File: src/rtl/data_cache_ctrl_pkg.sv
// rtl/data_cache_ctrl_pkg.sv - shared widths, FSM encodings and field helpers for the data cache
package data_cache_ctrl_pkg;

    localparam int NUM_BLOCKS  = 8;
    localparam int BLOCK_BYTES = 4;
    localparam int ADDR_W      = 8;
    localparam int IDX_W       = $clog2(NUM_BLOCKS);
    localparam int OFF_W       = $clog2(BLOCK_BYTES);
    localparam int TAG_W       = ADDR_W - IDX_W - OFF_W;
    localparam int MEM_ADDR_W  = TAG_W + IDX_W;
    localparam int LINE_W      = 8 * BLOCK_BYTES;

    localparam logic [1:0] ST_IDLE   = 2'd0;
    localparam logic [1:0] ST_WB     = 2'd1;
    localparam logic [1:0] ST_FETCH  = 2'd2;
    localparam logic [1:0] ST_UPDATE = 2'd3;

    typedef logic [TAG_W-1:0]  tag_t;
    typedef logic [IDX_W-1:0]  idx_t;
    typedef logic [OFF_W-1:0]  off_t;
    typedef logic [LINE_W-1:0] line_t;
    typedef logic [7:0]        byte_t;

    typedef struct packed {
        tag_t tag;
        idx_t idx;
        off_t off;
    } addr_t;

    // Byte 0 of a line sits in bits [7:0].
    function automatic byte_t line_byte(input line_t line, input off_t off);
        return line[{off, 3'b000} +: 8];
    endfunction

endpackage

File: src/rtl/data_cache_ctrl_if.sv
// rtl/data_cache_ctrl_if.sv - CPU-side and memory-side signal bundle of the data cache
interface data_cache_ctrl_if;
    import data_cache_ctrl_pkg::*;

    logic                  read;
    logic                  write;
    logic [ADDR_W-1:0]     address;
    byte_t                 writedata;
    byte_t                 readdata;
    logic                  busywait;

    logic                  mem_read;
    logic                  mem_write;
    logic [MEM_ADDR_W-1:0] mem_address;
    line_t                 mem_writedata;
    line_t                 mem_readdata;
    logic                  mem_busywait;

    modport master (
        output read, write, address, writedata, mem_readdata, mem_busywait,
        input  readdata, busywait, mem_read, mem_write, mem_address, mem_writedata
    );

    modport slave (
        input  read, write, address, writedata, mem_readdata, mem_busywait,
        output readdata, busywait, mem_read, mem_write, mem_address, mem_writedata
    );

endinterface

File: src/rtl/dcache_line_store.sv
// rtl/dcache_line_store.sv - valid/dirty/tag/data arrays with combinational lookup and victim read
module dcache_line_store
    import data_cache_ctrl_pkg::*;
(
    input  logic  clk,
    input  logic  rst_n,
    input  idx_t  lookup_idx,
    input  tag_t  lookup_tag,
    input  off_t  lookup_off,
    input  logic  wr_en,
    input  byte_t wr_byte,
    input  logic  fill_en,
    input  idx_t  fill_idx,
    input  tag_t  fill_tag,
    input  line_t fill_data,
    input  idx_t  victim_idx,
    output logic  hit,
    output logic  lookup_dirty,
    output byte_t rd_byte,
    output tag_t  victim_tag,
    output line_t victim_data
);

    logic [NUM_BLOCKS-1:0] valid_q;
    logic [NUM_BLOCKS-1:0] dirty_q;
    tag_t                  tag_q  [NUM_BLOCKS];
    line_t                 data_q [NUM_BLOCKS];

    always_ff @(posedge clk or negedge rst_n) begin
        if (!rst_n) begin
            valid_q <= '0;
            dirty_q <= '0;
        end else if (fill_en) begin
            valid_q[fill_idx] <= 1'b1;
            dirty_q[fill_idx] <= 1'b0;
        end else if (wr_en) begin
            dirty_q[lookup_idx] <= 1'b1;
        end
    end

    // Tag and data contents are meaningless until valid is set, so they carry no reset.
    always_ff @(posedge clk) begin
        if (fill_en) begin
            tag_q[fill_idx]  <= fill_tag;
            data_q[fill_idx] <= fill_data;
        end else if (wr_en) begin
            data_q[lookup_idx][{lookup_off, 3'b000} +: 8] <= wr_byte;
        end
    end

    assign hit          = valid_q[lookup_idx] && (tag_q[lookup_idx] == lookup_tag);
    assign lookup_dirty = dirty_q[lookup_idx];
    assign rd_byte      = line_byte(data_q[lookup_idx], lookup_off);
    assign victim_tag   = tag_q[victim_idx];
    assign victim_data  = data_q[victim_idx];

endmodule

File: src/rtl/data_cache_ctrl.sv
// rtl/data_cache_ctrl.sv - direct-mapped write-back data cache: miss FSM, memory drivers, CPU stall
module data_cache_ctrl
    import data_cache_ctrl_pkg::*;
(
    input  logic             clk,
    input  logic             rst_n,
    data_cache_ctrl_if.slave bus
);

    addr_t                 req;
    logic [1:0]            state_q;
    logic [1:0]            state_d;
    logic [MEM_ADDR_W-1:0] miss_q;
    tag_t                  miss_tag;
    idx_t                  miss_idx;
    byte_t                 readdata_q;

    logic  hit;
    logic  line_dirty;
    logic  miss;
    logic  wr_hit;
    logic  rd_hit;
    byte_t rd_byte;
    tag_t  victim_tag;
    line_t victim_data;

    assign req                  = bus.address;
    assign {miss_tag, miss_idx} = miss_q;

    assign miss   = (bus.read | bus.write) & ~hit;
    assign wr_hit = (state_q == ST_IDLE) & bus.write & hit;
    assign rd_hit = (state_q == ST_IDLE) & bus.read & ~bus.write & hit;

    dcache_line_store u_lines (
        .clk          (clk),
        .rst_n        (rst_n),
        .lookup_idx   (req.idx),
        .lookup_tag   (req.tag),
        .lookup_off   (req.off),
        .wr_en        (wr_hit),
        .wr_byte      (bus.writedata),
        .fill_en      (state_q == ST_UPDATE),
        .fill_idx     (miss_idx),
        .fill_tag     (miss_tag),
        .fill_data    (bus.mem_readdata),
        .victim_idx   (miss_idx),
        .hit          (hit),
        .lookup_dirty (line_dirty),
        .rd_byte      (rd_byte),
        .victim_tag   (victim_tag),
        .victim_data  (victim_data)
    );

    always_comb begin
        state_d = state_q;
        case (state_q)
            ST_IDLE:   if (miss) state_d = line_dirty ? ST_WB : ST_FETCH;
            ST_WB:     if (!bus.mem_busywait) state_d = ST_FETCH;
            ST_FETCH:  if (!bus.mem_busywait) state_d = ST_UPDATE;
            ST_UPDATE: state_d = ST_IDLE;
            default:   state_d = ST_IDLE;
        endcase
    end

    // The missing block address is captured so the refill completes even if the CPU drops its request.
    always_ff @(posedge clk or negedge rst_n) begin
        if (!rst_n) begin
            state_q    <= ST_IDLE;
            miss_q     <= '0;
            readdata_q <= '0;
        end else begin
            state_q <= state_d;
            if ((state_q == ST_IDLE) && miss) begin
                miss_q <= {req.tag, req.idx};
            end
            if (rd_hit) begin
                readdata_q <= rd_byte;
            end
        end
    end

    assign bus.busywait = rst_n & ((state_q != ST_IDLE) | miss);
    assign bus.readdata = rd_hit ? rd_byte : readdata_q;

    always_comb begin
        bus.mem_read      = 1'b0;
        bus.mem_write     = 1'b0;
        bus.mem_address   = '0;
        bus.mem_writedata = '0;
        case (state_q)
            ST_WB: begin
                bus.mem_write     = 1'b1;
                bus.mem_address   = {victim_tag, miss_idx};
                bus.mem_writedata = victim_data;
            end
            ST_FETCH: begin
                bus.mem_read    = 1'b1;
                bus.mem_address = miss_q;
            end
            default: ;
        endcase
    end

endmodule

File: src/flat_wrapper.sv
// flat-port wrapper written by rule: the top's interface ports become plain ports
module data_cache_ctrl_flat import data_cache_ctrl_pkg::*;
  (clk, rst_n, bus_read, bus_write, bus_address, bus_writedata, bus_mem_readdata, bus_mem_busywait, bus_readdata, bus_busywait, bus_mem_read, bus_mem_write, bus_mem_address, bus_mem_writedata);
  data_cache_ctrl_if bus_i ();
  input  logic clk;
  input  logic rst_n;
  input wire logic [$bits(bus_i.read)-1:0] bus_read;
  input wire logic [$bits(bus_i.write)-1:0] bus_write;
  input wire logic [$bits(bus_i.address)-1:0] bus_address;
  input wire logic [$bits(bus_i.writedata)-1:0] bus_writedata;
  input wire logic [$bits(bus_i.mem_readdata)-1:0] bus_mem_readdata;
  input wire logic [$bits(bus_i.mem_busywait)-1:0] bus_mem_busywait;
  output wire logic [$bits(bus_i.readdata)-1:0] bus_readdata;
  output wire logic [$bits(bus_i.busywait)-1:0] bus_busywait;
  output wire logic [$bits(bus_i.mem_read)-1:0] bus_mem_read;
  output wire logic [$bits(bus_i.mem_write)-1:0] bus_mem_write;
  output wire logic [$bits(bus_i.mem_address)-1:0] bus_mem_address;
  output wire logic [$bits(bus_i.mem_writedata)-1:0] bus_mem_writedata;
  assign bus_i.read = bus_read;
  assign bus_i.write = bus_write;
  assign bus_i.address = bus_address;
  assign bus_i.writedata = bus_writedata;
  assign bus_i.mem_readdata = bus_mem_readdata;
  assign bus_i.mem_busywait = bus_mem_busywait;
  assign bus_readdata = bus_i.readdata;
  assign bus_busywait = bus_i.busywait;
  assign bus_mem_read = bus_i.mem_read;
  assign bus_mem_write = bus_i.mem_write;
  assign bus_mem_address = bus_i.mem_address;
  assign bus_mem_writedata = bus_i.mem_writedata;
  data_cache_ctrl u_core (.clk(clk), .rst_n(rst_n), .bus(bus_i));
endmodule
File: config.mk
export PLATFORM = sky130hd
export DESIGN_NAME = data_cache_ctrl_flat
export DESIGN_NICKNAME = d
export VERILOG_FILES = /design/src/rtl/data_cache_ctrl_pkg.sv /design/src/rtl/data_cache_ctrl_if.sv /design/src/rtl/dcache_line_store.sv /design/src/rtl/data_cache_ctrl.sv /design/src/flat_wrapper.sv
export SDC_FILE = /design/constraint.sdc
export NUM_CORES = 1
export LEC_CHECK = 0
export BUFFER_PORTS_ARGS = -buffer_cell sky130_fd_sc_hd__buf_2
export CAP_MARGIN = 20
export CORE_ASPECT_RATIO = 1.1
export CORE_MARGIN = 3
export CORE_UTILIZATION = 30
export CTS_CLUSTER_DIAMETER = 100
export DETAILED_ROUTE_END_ITERATION = 10
export PLACE_DENSITY = 0.45
export SYNTH_ARGS = -nofsm -noshare
export SYNTH_HDL_FRONTEND = slang
export SYNTH_HIERARCHICAL = 1
export SYNTH_SLANG_ARGS = --single-unit
File: constraint.sdc
create_clock -name clk -period 5.21 [get_ports clk]
set_input_delay 0.2605 -clock clk [delete_from_list [all_inputs] [get_ports clk]]
set_output_delay 0.2605 -clock clk [all_outputs]
set_load 0.02 [all_outputs]
==> results of run 1 <==
## worst paths after layout
| path | from | end | slack (ns) | cells past startpoint |
|---|---|---|---|---|
| worst max-delay path | u_core/u_lines/tag_q[4][0] | u_core/u_lines/data_q[2][26] | 0.81 | 13 |
| worst min-delay path | bus_address[5] | u_core/miss_q[3] | 0.02 | 2 |
| worst max register to register | u_core/u_lines/tag_q[4][0] | u_core/u_lines/data_q[2][26] | 0.81 | 13 |
| worst min register to register | u_core/u_lines/valid_q[7] | u_core/u_lines/valid_q[7] | 0.47 | 1 |
| max in group asynchronous | rst_n | u_core/miss_q[0] | 4.06 | 2 |
| min in group asynchronous | rst_n | u_core/state_q[0] | 0.42 | 2 |
## worst max-delay path, delay by kind of cell (launching register included)
kind,cells,cell delay [ns]
muxes,1,0.28
and+or+nand+nor,5,1.23
DFF,1,0.39
buffers and inverters,2,0.58
xor gates and xnor gates,1,0.10
AOI/OAI and AO/OA,4,1.55
## routing by layer
metal | routed length (um) | up-vias | GRT usage [%]
met1 | 23600 | 5532 | 27.0
met5 | 0 | - | 0
met2 | 26500 | 438 | 33.2
met4 | 1740 | 0 | 6.77
met3 | 3530 | 79 | 3.12
li1 | - | 4528 | -
## flip-flops by register name (all words and copies together) (netlist names)
register / flops
u_core/u_lines/data_q: 256
u_core/miss_q: 6
u_core/u_lines/dirty_q: 8
u_core/u_lines/tag_q: 24
u_core/readdata_q: 8
u_core/u_lines/valid_q: 8
u_core/state_q: 2
## per-stage QoR
step,hold slack (ns),total power [mW]
floorplan,-0.0351,5.28
global placement,0.458,6.32
detailed placement,0.451,6.32
CTS,0.00651,9.07
global route,0.0163,9.39
finish,0.0248,8.99
## kinds of logic (layout without fill, tap and decap cells)
| logic type | after synthesis | after routing | share of synthesized area [%] |
|---|---|---|---|
| multiplexers | 205 | 205 | 20.2 |
| adder cells (fa/ha/maj) | 10 | 10 | 0.801 |
| XOR/XNOR | 3 | 3 | 0.168 |
| AND/OR/NAND/NOR | 253 | 253 | 8.09 |
| flip-flops | 312 | 312 | 58.9 |
| other | 0 | 1 | 0 |
| AO/OA/AOI/OAI | 181 | 181 | 8.77 |
| buffers and inverters | 99 | 261 | 3.00 |
## cell type report
class                      count  area (sq um)  share of cell area [%]
antenna                        1          2.50                  0.0135
clock buffer                  43           970                    5.25
clock inverter                24           308                    1.67
inverter                      15          56.3                   0.305
multi-input combinational    652          5960                    32.3
sequential                   312          9220                    49.9
tap                          667           835                    4.52
timing repair buffer         179          1130                    6.12
## Yosys cell counts, drive strengths merged (4+ instances only)
| master | count |
|---|---|
| edfxtp | 280 |
| mux2 | 97 |
| nand2 | 87 |
| mux4 | 77 |
| buf | 54 |
| and2 | 39 |
| a221oi | 38 |
| nor3 | 36 |
| nand3 | 34 |
| dfrtp | 32 |
| mux2i | 31 |
| clkbuf | 30 |
| a21oi | 29 |
| o21ai | 28 |
| a22oi | 23 |
| nor2 | 20 |
| inv | 14 |
| a221o | 11 |
| ha | 10 |
| or2 | 9 |
| nand2b | 8 |
| o221ai | 8 |
| a22o | 7 |
| nor2b | 7 |
| o2bb2ai | 6 |
| nor3b | 5 |
| o31ai | 5 |
| and3 | 4 |
## power breakdown
group	internal, mW	total, mW	leakage, nW	switching, mW
clock network	1.69	2.72	0.624	1.04
registers	3.10	3.40	2.92	0.303
logic	1.29	2.86	3.08	1.57
## what timing repair did
item / CTS / global route
buffers inserted: 0 / 0
hold buffers: 2 / 0
hold endpoints to repair: 33 / 0
==> summary.txt, run 1 <==
Place
  • Placed cells: 1822
  • Gpl congestion: 0.863
  • Placed cell areas: 17200 sq um
  • Port Buffer Count: 101
  • Pre-CTS WS: 0.652 ns
  • Hpwl dp: 37.7 mm

STA
  • Worst-Margin Slew: 0.992 ns
  • # setup viols final: 0
  • Worst clock skew: 0.0269 ns
  • Max transition margin: 33.9%
  • Final WS setup: 0.812 ns
  • Final hold violations: 0
  • Setup total negative slack: 0 ns
  • Max Fclk: 227 MHz
  • Minimum clock period: 4.40 ns
  • Final period utilization: 84.4%
  • Unrepaired setup endpoints after global routing: false
  • Final slew viol count: 0

Floorplanning
  • # IOs: 102
  • Die W: 224 um
  • Die area: 54900 sq um
  • Die height: 245 um
  • Row count: 87
  • Starting density of the core: 30.4%
  • Core Box Area: 51400 sq um

Logic synthesis
  • Average size of a mapped cell: 14.7 sq um
  • Register area share after synthesis: 58.9%
  • Syn_nets: 1126
  • Syn Inst Count: 1063
  • Synth area leader: edfxtp_1
  • Syn Std Cell Area: 15600 sq um
  • Top_reg_cell synth: edfxtp_1
  • Post-synth top area share: 53.8%
  • Area contributors post-synth: edfxtp_1 (54%), mux4_2 (11%), mux2_2 (6.5%), dfrtp_1 (5.1%), a221oi_1 (2.1%)
  • EDFF count, synth: 280
  • Ys Warns: 6
  • Synthesis-stage register bit count: 312
  • Fraction of registers with async set/reset: 10.3%
  • Distinct cell type count after synthesis: 62

Detailed routing
  • 1st-pass router iterations: 7
  • Routed Antenna Nets: 0
  • Vias: 10577
  • Post-DR vias/cell: 5.59
  • WL final: 55.4 mm
  • 1st-iter DRT viols: 1061
  • DR DRC count: 0
  • Drt wl/cell: 29.2 um

Finish
  • Layout filler cell count: 5020
  • Final net count: 1260
  • Share of layout cells above drive strength 1: 35.3%
  • Design Area, Final: 18500 sq um
  • Most frequent cells in the layout: edfxtp_1 (280), buf_2 (100), mux2_2 (90), nand2_1 (87), mux4_2 (77)
  • Final Util: 36.0%
  • Most common cell after layout, fill and taps aside: edfxtp_1
  • Final non-filler cell total: 1893
  • Synthesis-to-layout area growth: 18.3%

Setup path
  • Crit-path max FO: 27
  • Most numerous cell on the critical path: buf_4
  • CP max-delay cell: a21oi_1
  • Critical Path AT: 4.69 ns
  • Crit. End Element: flip-flop
  • Setup CP Type: flip-flop to flip-flop
  • Critical-path cell list: mux2_4 > a221o_1 > a22oi_2 > xnor2_1 > nor4b_2 > and3_2 > nor2b_1 > o41a_1 > buf_4 > nor3b_1 > a21oi_1 > nor3_1 > buf_4
  • Max incr delay on CP: 0.78 ns
  • Critical path required time: 5.50 ns
  • CP Launch Type: flip-flop

Clock tree
  • Clock H-tree levels: 2
  • Post_cts resized: 0
  • CTS tree: done
  • Root Driver: clkbuf_16
  • Max clock buf depth: 3
  • Worst-skew pair later-pin latency: 0.55 ns
  • Total CTS buffers: 37
  • CTS Sinks: 312
  • Worst-path clk slew: 0.06 ns

Global routing
  • Global route overflow: 0
  • Largest net degree at the start of global routing: 55
  • Tot GR Track Use: 20.1%
  • Initial antenna violation count: 2
  • Vias in the first global route: 11011
  • First-pass GRT wire length: 80.0 mm

Pwr
  • Pwr/cell area: 486 nW/um^2
  • Max IR drop VDD: 0.205 mV
  • Leakage: 6.62 nW

Job
  • MaxCap Viol Count: 0

Run status
  • Status: complete, no violations

Worst hold path
  • HP Class: input port to flip-flop
Note: power is estimated with default switching activity, not from simulation.
==> inputs of run 2 (changes only) <==
--- a/config.mk
+++ b/config.mk
@@ -12,7 +12,7 @@
 export CORE_UTILIZATION = 30
 export CTS_CLUSTER_DIAMETER = 100
 export DETAILED_ROUTE_END_ITERATION = 10
-export PLACE_DENSITY = 0.45
+export PLACE_DENSITY = 0.47
 export SYNTH_ARGS = -nofsm -noshare
 export SYNTH_HDL_FRONTEND = slang
 export SYNTH_HIERARCHICAL = 1
==> constraint.sdc (replaced) <==
create_clock -name clk -period 3.8 [get_ports clk]
set_input_delay 0.19 -clock clk [delete_from_list [all_inputs] [get_ports clk]]
set_output_delay 0.19 -clock clk [all_outputs]
set_load 0.02 [all_outputs]
==> run 2 against run 1 <==
  * Sequential power is 38% higher
  * Via count is 0.97% higher
  * Global-route usage decreased by 0.18 points
  * Cell count increased by 1.5%
  * Flip-flop and latch count is the same
  * Clock-buffer cell count increased by 3
  * Register-to-register slack worse by 0.80 ns
  * Final area grew 1.6%
  * First-iteration DRC count up 0.47%
  * Worst hold slack better by 0.024 ns
  * Routed wire length is 0.54% lower
==> summary.txt, run 2 (synthesis results as in run 1) <==
Detailed routing
  • DR DRC count: 0 (unchanged)
  • Highest routed layer: met5
  • Metal2 WL: 26.4 mm (-0.12%)
  • Vias: 10680 (+0.97%)
  • Routed Antenna Nets: 0 (unchanged)
  • 1st-pass router iterations: 5 (-2)
  • WL final: 55.1 mm (-0.54%)
  • Drt wl/cell: 28.7 um (-2.0%)
  • Met1 Routed Length: 23.1 mm (-2.1%)
  • Met3 routed WL: 3.51 mm (-0.62%)
  • 1st-iter DRT viols: 1066 (+0.47%)
  • Post-DR vias/cell: 5.56 (-0.50%)

Setup path
  • Flop2flop setup slack: 0.02 ns (-0.80 ns)
  • CP Launch Type: flip-flop
  • Setup CP Type: flip-flop to flip-flop
  • Crit. End Element: flip-flop
  • Critical path required time: 3.98 ns (-1.52 ns)
  • Critical Path AT: 3.96 ns (-0.73 ns)
  • Crit-path max FO: 8 (-70%)

Finish
  • Max reg flops: 256 (unchanged)
  • Largest Register: u_core/u_lines/data_q
  • Design Area, Final: 18800 sq um (+1.6%)
  • Share of layout cells above drive strength 1: 37.3% (+2.1 points)
  • Final net count: 1288 (+2.2%)
  • Most frequent cells in the layout: edfxtp_1 (280), buf_2 (101), buf_4 (96), mux2_2 (90), nand2_1 (87)
  • Final Util: 36.5% (+0.56 points)
  • Ant diodes: 0 (-1)
  • Biggest regs: u_core/u_lines/data_q x256, u_core/u_lines/tag_q x24
  • Synthesis-to-layout area growth: 20.1%
  • Most common cell after layout, fill and taps aside: edfxtp_1

Floorplanning
  • Die W: 224 um (unchanged)
  • Core Box Area: 51400 sq um (unchanged)
  • Die area: 54900 sq um (unchanged)
  • # IOs: 102 (unchanged)
  • Die height: 245 um (unchanged)
  • Starting density of the core: 30.4% (unchanged)
  • Row count: 87 (unchanged)

Global routing
  • Tot GR Track Use: 19.9% (-0.18 points)
  • Vias in the first global route: 11015 (+0.036%)
  • Largest net degree at the start of global routing: 68 (+24%)
  • Global route overflow: 0 (unchanged)
  • Initial antenna violation count: 1 (-1)
  • First-pass GRT wire length: 79.2 mm (-0.92%)

STA
  • Max transition margin: 31.4% (-2.4 points)
  • Worst clock skew: 0.0350 ns (+0.00816 ns)
  • Minimum clock period: 3.78 ns (-0.614 ns)
  • Unrepaired setup endpoints after global routing: true
  • Final hold violations: 0 (unchanged)
  • Setup total negative slack: 0 ns (unchanged)
  • Final slew viol count: 0 (unchanged)
  • Worst-Margin Slew: 1.03 ns (+0.0364 ns)
  • # setup viols final: 0 (unchanged)
  • Max Fclk: 264 MHz (+16%)
  • Final WS setup: 0.0156 ns (-0.796 ns)
  • Final period utilization: 99.6% (+15 points)

Pwr
  • Pwr/cell area: 660 nW/um^2 (+36%)
  • Leakage: 6.75 nW (+2.0%)
  • Max IR drop VDD: 0.280 mV (+37%)

Place
  • Pre-CTS WS: -0.529 ns (-1.18 ns)
  • Port Buffer Count: 101 (unchanged)
  • Hpwl dp: 38.6 mm (+2.5%)
  • Placed cell areas: 17400 sq um (+1.5%)
  • Gpl congestion: 0.866 (+0.31%)

Worst hold path
  • HP Class: input port to flip-flop

Clock tree
  • Worst-skew pair later-pin latency: 0.56 ns (about the same)
  • CTS Sinks: 312 (unchanged)
  • CTS tree: done
  • Worst-path clk slew: 0.06 ns (about the same)
  • Clock H-tree levels: 2 (unchanged)
  • Total CTS buffers: 37 (unchanged)
  • Root Driver: clkbuf_16
  • Max clock buf depth: 3 (unchanged)

Run status
  • Status: complete, no violations

Job
  • MaxCap Viol Count: 0 (unchanged)
==> run 2: power by group <==
part	leakage [nW]	total (mW)	internal (mW)	switching [mW]
Sequential	2.92	4.70	4.24	0.455
Clock	0.595	3.63	2.16	1.47
Combinational	3.24	4.06	1.90	2.15
==> run 2: final timing paths <==
| path | startpoint | endpoint | depth (start not counted) |
|---|---|---|---|
| max | u_core/u_lines/tag_q[4][0] | u_core/u_lines/data_q[5][23] | 11 |
| min | bus_mem_busywait | u_core/state_q[0] | 4 |
| max reg2reg | u_core/u_lines/tag_q[4][0] | u_core/u_lines/data_q[5][23] | 11 |
| min reg2reg | u_core/u_lines/valid_q[4] | u_core/u_lines/valid_q[4] | 1 |
| max in group asynchronous | rst_n | u_core/miss_q[1] | 2 |
| min in group asynchronous | rst_n | u_core/miss_q[5] | 2 |
==> run 2: layer usage <==
| layer | up-vias | global-route usage, % |
|---|---|---|
| met3 | 94 | 3.51 |
| met1 | 5568 | 26.4 |
| met2 | 426 | 32.8 |
| met5 | - | 0 |
| li1 | 4590 | - |
| met4 | 2 | 7.09 |
==> run 2: layout make-up <==
class	count	area, sq um
Fill cell	4927	32600
Sequential cell	312	9220
Multi-Input combinational cell	652	6040
Timing Repair Buffer	207	1390
Clock buffer	46	960
Tap cell	667	835
Clock inverter	22	277
Inverter	15	56.3
==> run 2: repair_timing <==
item | 4_1_cts | 5_1_grt
gates resized for setup | 11 | 4
endpoints found under the hold margin | 35 | 0
pin swaps | 0 | 1
hold buffers | 4 | 0
endpoints found under the setup margin | 166 | 161
buffers inserted | 0 | 0
==> run 2: through the flow <==
stage	cells	power, mW	hold WS [ns]
floorplan	1063	7.24	-0.106
global placement	1846	8.82	0.383
detailed placement	1849	8.83	0.387
CTS	1921	12.5	0.0235
global route	1921	12.9	0.0442
finish	1921	12.4	0.0491
==> run 2: critical path: stages, from the launching register on <==
cell and delay, ns:
edfxtp_1 0.38, mux2_4 0.28, a221o_1 0.30, a22oi_2 0.19
xnor2_1 0.09, nor4b_2 0.31, and3_2 0.27, nor2b_4 0.22
o41a_1 0.33, a21oi_1 0.14, buf_4 0.17, nor3_2 0.71
==> inputs of run 3 (changes only) <==
--- a/config.mk
+++ b/config.mk
@@ -5,7 +5,7 @@
 export SDC_FILE = /design/constraint.sdc
 export NUM_CORES = 1
 export LEC_CHECK = 0
-export BUFFER_PORTS_ARGS = -buffer_cell sky130_fd_sc_hd__buf_2
+export BUFFER_PORTS_ARGS = -buffer_cell sky130_fd_sc_hd__buf_4
 export CAP_MARGIN = 20
 export CORE_ASPECT_RATIO = 1.1
 export CORE_MARGIN = 3
==> constraint.sdc (replaced) <==
create_clock -name clk -period 3.8 [get_ports clk]
set_input_delay 0.57 -clock clk [delete_from_list [all_inputs] [get_ports clk]]
set_output_delay 0.57 -clock clk [all_outputs]
set_load 0.1 [all_outputs]
==> run 3 against run 2 <==
  * Maximum frequency increased by 1.2%
  * Cell count increased by 2.7%
  * Sequential power increased by 2%
  * Total power increased by 15%
  * Final area increased by 7.4%
  * Core utilization increased by 2.7 points
  * Critical path depth decreased by 1
  * Clock power about the same
  * Non-clock buffer count increased by 53
  * Highest routed layer is now met4
==> summary.txt, run 3 (synthesis results as in run 1) <==
Global routing
  • Largest net degree at the start of global routing: 49 (-28%)
  • Vias in the first global route: 11114 (+0.90%)
  • Initial antenna violation count: 1 (unchanged)
  • Tot GR Track Use: 20.0% (+0.11 points)
  • First-pass GRT wire length: 79.3 mm (+0.12%)
  • Global route overflow: 0 (unchanged)

Setup path
  • Critical Path AT: 3.17 ns (-0.79 ns)
  • Setup CP Type: flip-flop to primary output
  • Worst Setup SP: u_core/u_lines/tag_q[4][0]
  • Crit-path max FO: 8 (unchanged)
  • CP Launch Type: flip-flop
  • Critical path required time: 3.23 ns (-0.75 ns)
  • Crit. End Element: primary output
  • Flop2flop setup slack: 0.16 ns (+0.14 ns)
  • Critical R2R Launch: u_core/u_lines/tag_q[4][0]
  • R2R depth: 13 (+2)
  • Reg2reg end: u_core/u_lines/data_q[0][21]

Detailed routing
  • Routed Antenna Nets: 0 (unchanged)
  • WL final: 55.3 mm (+0.51%)
  • 1st-iter DRT viols: 1217 (+14%)
  • Drt wl/cell: 28.1 um (-2.1%)
  • DR DRC count: 0 (unchanged)
  • 1st-pass router iterations: 5 (unchanged)
  • Post-DR vias/cell: 5.46 (-1.8%)
  • Vias: 10771 (+0.85%)

Finish
  • Register area: 9220 sq um (unchanged)
  • Biggest regs: u_core/u_lines/data_q x256, u_core/u_lines/tag_q x24
  • Layout filler cell count: 4881 (-0.93%)
  • Final Util: 39.2% (+2.7 points)
  • Ant diodes: 0 (unchanged)
  • Synthesis-to-layout area growth: 29.0%
  • Largest Register: u_core/u_lines/data_q
  • Max reg flops: 256 (unchanged)
  • Share of layout cells above drive strength 1: 41.8% (+4.4 points)
  • Final net count: 1341 (+4.1%)
  • Area of the multi-input gates: 6280 sq um (+4.0%)
  • Most frequent cells in the layout: edfxtp_1 (280), buf_4 (208), mux2_2 (88), nand2_1 (86), mux4_2 (77)
  • Most common cell after layout, fill and taps aside: edfxtp_1

Pwr
  • Leakage: 7.34 nW (+8.7%)
  • Max IR drop VDD: 0.367 mV (+31%)
  • Total Power: 14.2 mW (+15%)
  • Pwr/cell area: 705 nW/um^2 (+6.9%)

STA
  • Final hold slack: 0.290 ns (+0.241 ns)
  • Worst-Margin Slew: 1.08 ns (+0.0464 ns)
  • Max transition margin: 28.3% (-3.1 points)
  • # setup viols final: 0 (unchanged)
  • Minimum clock period: 3.74 ns (-0.0449 ns)
  • Final slew viol count: 0 (unchanged)
  • Final period utilization: 98.4% (-1.2 points)
  • Max Fclk: 267 MHz (+1.2%)
  • Unrepaired setup endpoints after global routing: true
  • Setup total negative slack: 0 ns (unchanged)
  • Worst clock skew: 0.0307 ns (-0.00436 ns)
  • Final hold violations: 0 (unchanged)

Worst hold path
  • Beginning of the worst hold path: bus_address[7]
  • HP Class: input port to flip-flop
  • Hold Crit Depth: 2 (-2)
  • Worst Hold End: u_core/miss_q[5]

Clock tree
  • Root Driver: clkbuf_16
  • CTS tree: done
  • Max clock buf depth: 3 (unchanged)
  • Clock H-tree levels: 2 (unchanged)
  • Worst-path clk slew: 0.06 ns (about the same)
  • Total CTS buffers: 37 (unchanged)
  • CTS Sinks: 312 (unchanged)
  • Worst-skew pair later-pin latency: 0.57 ns (about the same)

Floorplanning
  • Starting density of the core: 30.4% (unchanged)
  • Row count: 87 (unchanged)
  • Die height: 245 um (unchanged)
  • Die W: 224 um (unchanged)
  • Core Box Area: 51400 sq um (unchanged)
  • Die area: 54900 sq um (unchanged)
  • # IOs: 102 (unchanged)

Run status
  • Status: complete, no violations

Place
  • Port Buffer Count: 101 (unchanged)
  • Hpwl dp: 39.2 mm (+1.4%)
  • Gpl congestion: 0.840 (-2.9%)

Job
  • MaxCap Viol Count: 0 (unchanged)
-- run 3: worst max path at each step --
stage                                              end  depth (start not counted)  slack (ns)
after global placement    u_core/u_lines/data_q[3][28]                         13       -0.73
after floorplan                           bus_busywait                          9       -0.16
final                                  bus_readdata[3]                         10        0.06
after global routing                   bus_readdata[3]                         10       -0.08
after CTS                              bus_readdata[5]                         12       0.004
after detailed placement  u_core/u_lines/data_q[3][30]                         13       -0.86
-- run 3: worst max-delay path, cell delays in order, from the launching register on --
cell and delay (ns):
edfxtp_1 0.41, mux2_4 0.28, a221o_1 0.30, a22oi_2 0.21
xnor2_2 0.11, nor4b_4 0.31, buf_4 0.18, nand4b_4 0.11
buf_12 0.17, mux2_4 0.35, buf_12 0.18
-- run 3: stage by stage --
stage / setup WS, ns / instance area [sq um] / instances
detailed placement: -0.859 / 18500 / 1899
CTS: 0.00380 / 19900 / 1970
floorplan: -0.156 / 15800 / 1063
finish: 0.0605 / 20200 / 1972
global placement: -0.729 / 18500 / 1897
global route: -0.0794 / 20200 / 1972
-- run 3: cell type report --
class                      count  share of cell area (%)
multi-input combinational    652                    31.1
tap                          667                    4.14
clock inverter                18                    1.17
clock buffer                  48                    4.90
timing repair buffer         260                    12.7
inverter                      15                   0.279
sequential                   312                    45.7
-- run 3: power breakdown --
group / internal (mW) / switching, mW
Clock: 2.18 / 1.43
Combinational: 2.37 / 3.45
Sequential: 4.24 / 0.556
Total: 8.79 / 5.44
-- run 3: repair_timing --
item | 4_1_cts | 5_1_grt
setup buffers | 4 | 2
gates resized for setup | 19 | 39
setup endpoints to repair | 136 | 159
pin swaps | 4 | 5
hold buffers | 1 | 0
endpoints found under the hold margin | 10 | 0
-- run 3: metal layers --
| layer | up-vias | global-route usage [%] | part of all wire, % |
|---|---|---|---|
| li1 | 4689 | - | - |
| met1 | 5609 | 26.9 | 43 |
| met2 | 396 | 33.4 | 49 |
| met3 | 77 | 2.67 | 5.4 |
| met4 | 0 | 6.72 | 2.9 |
| met5 | - | 0 | 0 |
